===== src/rtl/trap_ctrl.sv =====
// trap_ctrl: machine-mode trap sequencer between the pipeline and the CSR file.
// Arbitrates sync exceptions, MRET and the three M-mode interrupt lines, then
// performs the CSR save/restore as a fixed sequence of single CSR writes.
// It stalls and flushes the pipeline and redirects the PC to mtvec or mepc.
//
// Ports:
//   clk_i, rst_n_i                      clock, synchronous active-low reset
//   inst_valid_i, inst_addr_i           uncommitted instruction and its PC
//   ecall_i, ebreak_i, illegal_i        exception flags, qualified by inst_valid_i
//   mret_i                              MRET at the same stage
//   irq_ext_i, irq_sw_i, irq_timer_i    level-sensitive pending interrupt lines
//   mstatus_i, mie_i, mtvec_i, mepc_i   live CSR values
//   csr_we_o, csr_waddr_o, csr_wdata_o  CSR write port (addr/data 0 when idle)
//   stall_o, flush_o                    pipeline hold / kill younger instructions
//   jump_o, jump_addr_o                 one-cycle PC redirect and its target
module trap_ctrl #(
  parameter int unsigned ADDR_WIDTH     = 32,
  parameter int unsigned DATA_WIDTH     = 32,
  parameter int unsigned CSR_ADDR_WIDTH = 12
) (
  input  logic                      clk_i,
  input  logic                      rst_n_i,
  input  logic                      inst_valid_i,
  input  logic [ADDR_WIDTH-1:0]     inst_addr_i,
  input  logic                      ecall_i,
  input  logic                      ebreak_i,
  input  logic                      illegal_i,
  input  logic                      mret_i,
  input  logic                      irq_ext_i,
  input  logic                      irq_sw_i,
  input  logic                      irq_timer_i,
  input  logic [DATA_WIDTH-1:0]     mstatus_i,
  input  logic [DATA_WIDTH-1:0]     mie_i,
  input  logic [DATA_WIDTH-1:0]     mtvec_i,
  input  logic [ADDR_WIDTH-1:0]     mepc_i,
  output logic                      csr_we_o,
  output logic [CSR_ADDR_WIDTH-1:0] csr_waddr_o,
  output logic [DATA_WIDTH-1:0]     csr_wdata_o,
  output logic                      stall_o,
  output logic                      flush_o,
  output logic                      jump_o,
  output logic [ADDR_WIDTH-1:0]     jump_addr_o
);

  localparam logic [CSR_ADDR_WIDTH-1:0] CsrMstatus = CSR_ADDR_WIDTH'(12'h300);
  localparam logic [CSR_ADDR_WIDTH-1:0] CsrMepc    = CSR_ADDR_WIDTH'(12'h341);
  localparam logic [CSR_ADDR_WIDTH-1:0] CsrMcause  = CSR_ADDR_WIDTH'(12'h342);

  typedef enum logic [2:0] {
    StIdle,
    StSaveEpc,
    StSaveCause,
    StSaveStatus,
    StTrapJump,
    StRestoreStatus,
    StRetJump
  } state_e;

  state_e                state_q;
  logic [ADDR_WIDTH-1:0] pc_q;
  logic [4:0]            code_q;
  logic                  irq_q;

  logic                  mei, msi, mti;
  logic                  exc_take, mret_take, irq_take, accept;
  logic [4:0]            exc_code, irq_code;
  logic [DATA_WIDTH-1:0] status_trap, status_mret, cause_word;
  logic [ADDR_WIDTH-1:0] tvec_base, trap_target, ret_target;
  logic                  unused_bits;

  // Only mie bits 11/3/7 and mepc[31:1] matter here.
  assign unused_bits = ^{mie_i, mepc_i[0]};

  always_comb begin
    mei       = irq_ext_i   & mie_i[11];
    msi       = irq_sw_i    & mie_i[3];
    mti       = irq_timer_i & mie_i[7];
    exc_take  = inst_valid_i & (illegal_i | ebreak_i | ecall_i);
    mret_take = inst_valid_i & mret_i;
    irq_take  = inst_valid_i & mstatus_i[3] & (mei | msi | mti);
    // Gated by reset so nothing is asserted while reset is held.
    accept    = rst_n_i & (state_q == StIdle) & (exc_take | mret_take | irq_take);
    exc_code  = illegal_i ? 5'd2 : (ebreak_i ? 5'd3 : 5'd11);
    irq_code  = mei ? 5'd11 : (msi ? 5'd3 : 5'd7);
  end

  always_ff @(posedge clk_i) begin
    if (!rst_n_i) begin
      state_q <= StIdle;
      pc_q    <= '0;
      code_q  <= '0;
      irq_q   <= 1'b0;
    end else begin
      case (state_q)
        StIdle: begin
          if (exc_take) begin
            state_q <= StSaveEpc;
            pc_q    <= inst_addr_i;
            code_q  <= exc_code;
            irq_q   <= 1'b0;
          end else if (mret_take) begin
            state_q <= StRestoreStatus;
          end else if (irq_take) begin
            state_q <= StSaveEpc;
            pc_q    <= inst_addr_i;
            code_q  <= irq_code;
            irq_q   <= 1'b1;
          end
        end
        StSaveEpc:       state_q <= StSaveCause;
        StSaveCause:     state_q <= StSaveStatus;
        StSaveStatus:    state_q <= StTrapJump;
        StRestoreStatus: state_q <= StRetJump;
        default:         state_q <= StIdle;
      endcase
    end
  end

  always_comb begin
    status_trap          = mstatus_i;
    status_trap[7]       = mstatus_i[3];
    status_trap[3]       = 1'b0;
    status_trap[12:11]   = 2'b11;
    status_mret          = mstatus_i;
    status_mret[3]       = mstatus_i[7];
    status_mret[7]       = 1'b1;
    status_mret[12:11]   = 2'b11;
    cause_word           = '0;
    cause_word[DATA_WIDTH-1] = irq_q;
    cause_word[4:0]      = code_q;
    tvec_base            = {mtvec_i[ADDR_WIDTH-1:2], 2'b00};
    // Vectored mode only offsets interrupts; the add wraps naturally.
    trap_target          = tvec_base + ((irq_q && mtvec_i[1:0] == 2'b01) ?
                                        ADDR_WIDTH'({code_q, 2'b00}) : '0);
    ret_target           = {mepc_i[ADDR_WIDTH-1:1], 1'b0};
  end

  always_comb begin
    csr_we_o    = 1'b0;
    csr_waddr_o = '0;
    csr_wdata_o = '0;
    stall_o     = accept;
    flush_o     = 1'b0;
    jump_o      = 1'b0;
    jump_addr_o = '0;
    case (state_q)
      StSaveEpc: begin
        stall_o     = 1'b1;
        csr_we_o    = 1'b1;
        csr_waddr_o = CsrMepc;
        csr_wdata_o = DATA_WIDTH'(pc_q);
      end
      StSaveCause: begin
        stall_o     = 1'b1;
        csr_we_o    = 1'b1;
        csr_waddr_o = CsrMcause;
        csr_wdata_o = cause_word;
      end
      StSaveStatus: begin
        stall_o     = 1'b1;
        csr_we_o    = 1'b1;
        csr_waddr_o = CsrMstatus;
        csr_wdata_o = status_trap;
      end
      StRestoreStatus: begin
        stall_o     = 1'b1;
        csr_we_o    = 1'b1;
        csr_waddr_o = CsrMstatus;
        csr_wdata_o = status_mret;
      end
      StTrapJump: begin
        stall_o     = 1'b0;
        flush_o     = 1'b1;
        jump_o      = 1'b1;
        jump_addr_o = trap_target;
      end
      StRetJump: begin
        stall_o     = 1'b0;
        flush_o     = 1'b1;
        jump_o      = 1'b1;
        jump_addr_o = ret_target;
      end
      default: ;
    endcase
  end

endmodule


===== config.mk =====
export PLATFORM = sky130hd
export DESIGN_NAME = trap_ctrl
export DESIGN_NICKNAME = d
export VERILOG_FILES = /design/src/rtl/trap_ctrl.sv
export SDC_FILE = /design/constraint.sdc
export NUM_CORES = 1
export LEC_CHECK = 0
export ABC_CLOCK_PERIOD_IN_PS = 4600
export CELL_PAD_IN_SITES_DETAIL_PLACEMENT = 0
export CELL_PAD_IN_SITES_GLOBAL_PLACEMENT = 1
export CORE_MARGIN = 2
export CORE_UTILIZATION = 24
export CTS_CLUSTER_DIAMETER = 100
export DETAILED_ROUTE_END_ITERATION = 8
export GPL_TIMING_DRIVEN = 0
export PLACE_DENSITY_LB_ADDON = 0.1
export REMOVE_ABC_BUFFERS = 1
export SYNTH_ARGS = -nofsm -noshare
export SYNTH_HDL_FRONTEND = slang
export SYNTH_SLANG_ARGS = --single-unit

===== constraint.sdc =====
create_clock -name clk_i -period 4.6 [get_ports clk_i]
set_input_delay 0.92 -clock clk_i [delete_from_list [all_inputs] [get_ports clk_i]]
set_output_delay 0.92 -clock clk_i [all_outputs]
set_load 0.05 [all_outputs]

==> flow_summary.yaml <==
yosys:
  synthCells: 427
  yosys.cell_types.count: 52
  synth.cell_area_mm2: 0.003179
  ys_ff_latch: 40
  async_reset_ff_share_pct: 0
  syn_area_per_cell_um2: 7.446
  ys_seq_area_share_pct: 25.19
  synth_ff_type: "dfxtp_1"
  yosysWarnings: 0
  synth-edff-count: 0
clocking:
  worstSkewPairLatency_ps: 280
  clk_pin_slew_worst_paths_ps: 60
  max-clock-path-buffers: 2
  root_buffer: "clkbuf_16"
  h-tree-depth: 2
  cts_sinks: 40
  cts_tree: "built"
  cts_made_buffers: 5
  cts_hold_buffers: 0
routing:
  routed_wl_mm: 11.64
  routedWlPerCell_um: 14.75
  first_iter_violations: 143
  dr.pass1.iters: 4
  ant_nets: 0
  viasPerCell: 4.598
  wirelength_met1_mm: 5.150
  vias: 3628
  wl_met2_mm: 5.604
  dr_wl_met3_um: 838
  highest_layer: "met4"
  drc: 0
critical_path:
  crit_chain: "clkdlybuf4s50_1, nand2_1, nor2_1, and2_1, ha_1, fa_1, a211oi_4, nor2_4, nand4_1, xor2_1, o21ai_2, clkdlybuf4s15_2"
  max_stage_delay_ps: 470
  crit_family: "buffers and inverters"
  r2r_start: "state_q[2]"
  worstPathArrival_ps: 3530
  cp-end-kind: "output port"
  start_kind: "primary input"
  crit_slowest_cell: "fa_1"
  worstPathRequired_ps: 3680
  r2r_cells: 5
  worstPathBufferInverterCount: 2
  crit_path_start: "mtvec_i[0]"
  path_depth: 12
  critical_path_class: "primary input to output port"
  cp_max_fo: 7
global_route:
  grt.overflow.total: 0
  grt_pass1_wl_mm: 18.15
  grt_max_degree: 41
  grt_pass1_vias: 3565
  track_usage_pct: 15.58
  antenna_found_initial: 0
placement:
  pre_cts_ws_ps: -882.6
  placedInstanceArea_mm2: 0.005313
  dp_cells: 780
  io_buffers: 209
  place_congestion: 0.7925
  dp_hpwl_mm: 8.844
worst_hold_path:
  hold_path_class: "flip-flop to flip-flop"
  hold_start: "pc_q[3]"
  hold_path_depth: 2
timing:
  clock.fmax_ghz: 0.2248
  worstMarginPinSlew_ps: 996.6
  rsz0062_at_grt: "false"
  period_share_pct: 96.68
  finalSetupTns_ps: 0
  setup_violations: 0
  postLayoutSetupSlackWorst_ps: 152.6
  finClkSkew_ps: 4.738
  drv_slew: 0
  fin_crit_ps: 4447
  slew-limit-headroom_pct: 33.56
  finalHoldViolCount: 0
cells_and_area:
  area_growth_pct: 70.21
  num_antenna_cells: 0
  layout_common_cells: "181 x clkdlybuf4s50_1, 111 x nand2_1, 40 x dfxtp_1, 30 x a21boi_1"
  nets: 787
  layout_commonest_cell: "clkdlybuf4s50_1"
  fin_area_mm2: 0.005411
  utilization_pct: 41.36
  fill_cells: 1362
  layout-drive-gt1-share_pct: 8.646
  fin_cells: 789
pwr:
  ir_drop_mv: 0.1457
  pwr_density_cell_mw_per_mm2: 217.1
  power_leakage_uw: 0.002005
floorplan:
  io_pins: 250
  core_area_mm2: 0.01309
  fp-row-count: 42
  die_width_um: 119.1
  fp.dieH_um: 119.1
  dieArea_mm2: 0.01418
  start_util_pct: 24.30
run_status:
  status: "finished clean"
job:
  cap_viol_max_count: 0
state kept, by name, indices dropped and copies added, names as in the netlist:
name and flops:
state_q 3, irq_q 1, code_q 4, pc_q 32
Yosys cell counts (all sizes together), types with 3 or more instances:
cell	count	area, µm²
and3	4	25.02
dfxtp	40	800.8
mux2	4	45.04
a21boi	35	262.8
nor2	10	37.54
xnor2	4	35.03
buf	31	212.7
a22oi	4	30.03
o21a	4	30.03
ha	4	50.05
a22o	25	219.0
inv	4	15.01
clkbuf	10	37.54
nor2b	3	18.77
and2	10	62.56
o21ai	36	198.9
nor4	3	33.78
xor2	24	210.2
a21oi	3	15.01
nand3	17	85.08
a211oi	3	22.52
nand4	11	75.07
nand2	111	416.7
cell families (layout without fill, tap and decap cells):
kind of cell,count (synthesis),after routing,share of synthesized area [%]
other cells,1,8,0.1180
buf+inv,45,223,8.343
fa+ha+maj,5,5,2.204
simple gates,180,181,26.64
flops,40,40,25.19
mux,5,5,1.732
compound gates,123,123,28.06
xor+xnor,28,28,7.713
per-stage QoR:
stage,hold WS (ps),total power (µW)
finish,455.9,1175
floorplan,432.6,619.5
CTS,459.4,1192
global placement,442.0,839.3
global route,477.7,1241
detailed placement,450.6,852.8
worst register-to-register path, cell delays in order, from the launching register on:
cell	delay [ps]
dfxtp_1	590
nor4b_4	510
o21a_1	610
buf_16	240
nand2_1	70
a21boi_0	150
where the power goes:
| group | internal [µW] | leakage [µW] | switching, µW |
|---|---|---|---|
| clock network | 200 | 0.0000736 | 135 |
| logic | 206 | 0.00160 | 236 |
| registers | 373 | 0.000328 | 25.3 |
layout make-up:
| class | instances | area (µm²) | area share, % |
|---|---|---|---|
| Sequential cell | 40 | 800.8 | 14.80 |
| Multi-Input combinational cell | 350 | 2188 | 40.44 |
| Inverter | 4 | 15.01 | 0.2775 |
| Clock buffer | 5 | 125.1 | 2.312 |
| Tap cell | 176 | 220.2 | 4.069 |
| Clock inverter | 3 | 18.77 | 0.3468 |
| Timing Repair Buffer | 211 | 2043 | 37.76 |
layer usage:
layer,GRT usage [%],up-vias
met5,0,-
met4,3.125,0
met3,3.592,2
met2,27.84,139
met1,19.06,1644
li1,-,1843
final timing paths:
path,end,slack (ps)
worst min-delay path,pc_q[3],460
worst max-delay path,jump_addr_o[22],150
worst min register to register,pc_q[3],460
worst max register to register,pc_q[16],2350
what timing repair did:
| action | 4_1_cts | 5_1_grt |
|---|---|---|
| gates cloned | 0 | 1 |
| gates resized for setup | 62 | 48 |
| pin swaps | 0 | 2 |
| setup endpoints to repair | 26 | 28 |
| setup buffers | 0 | 0 |
Power figures use the tool's default switching activity.
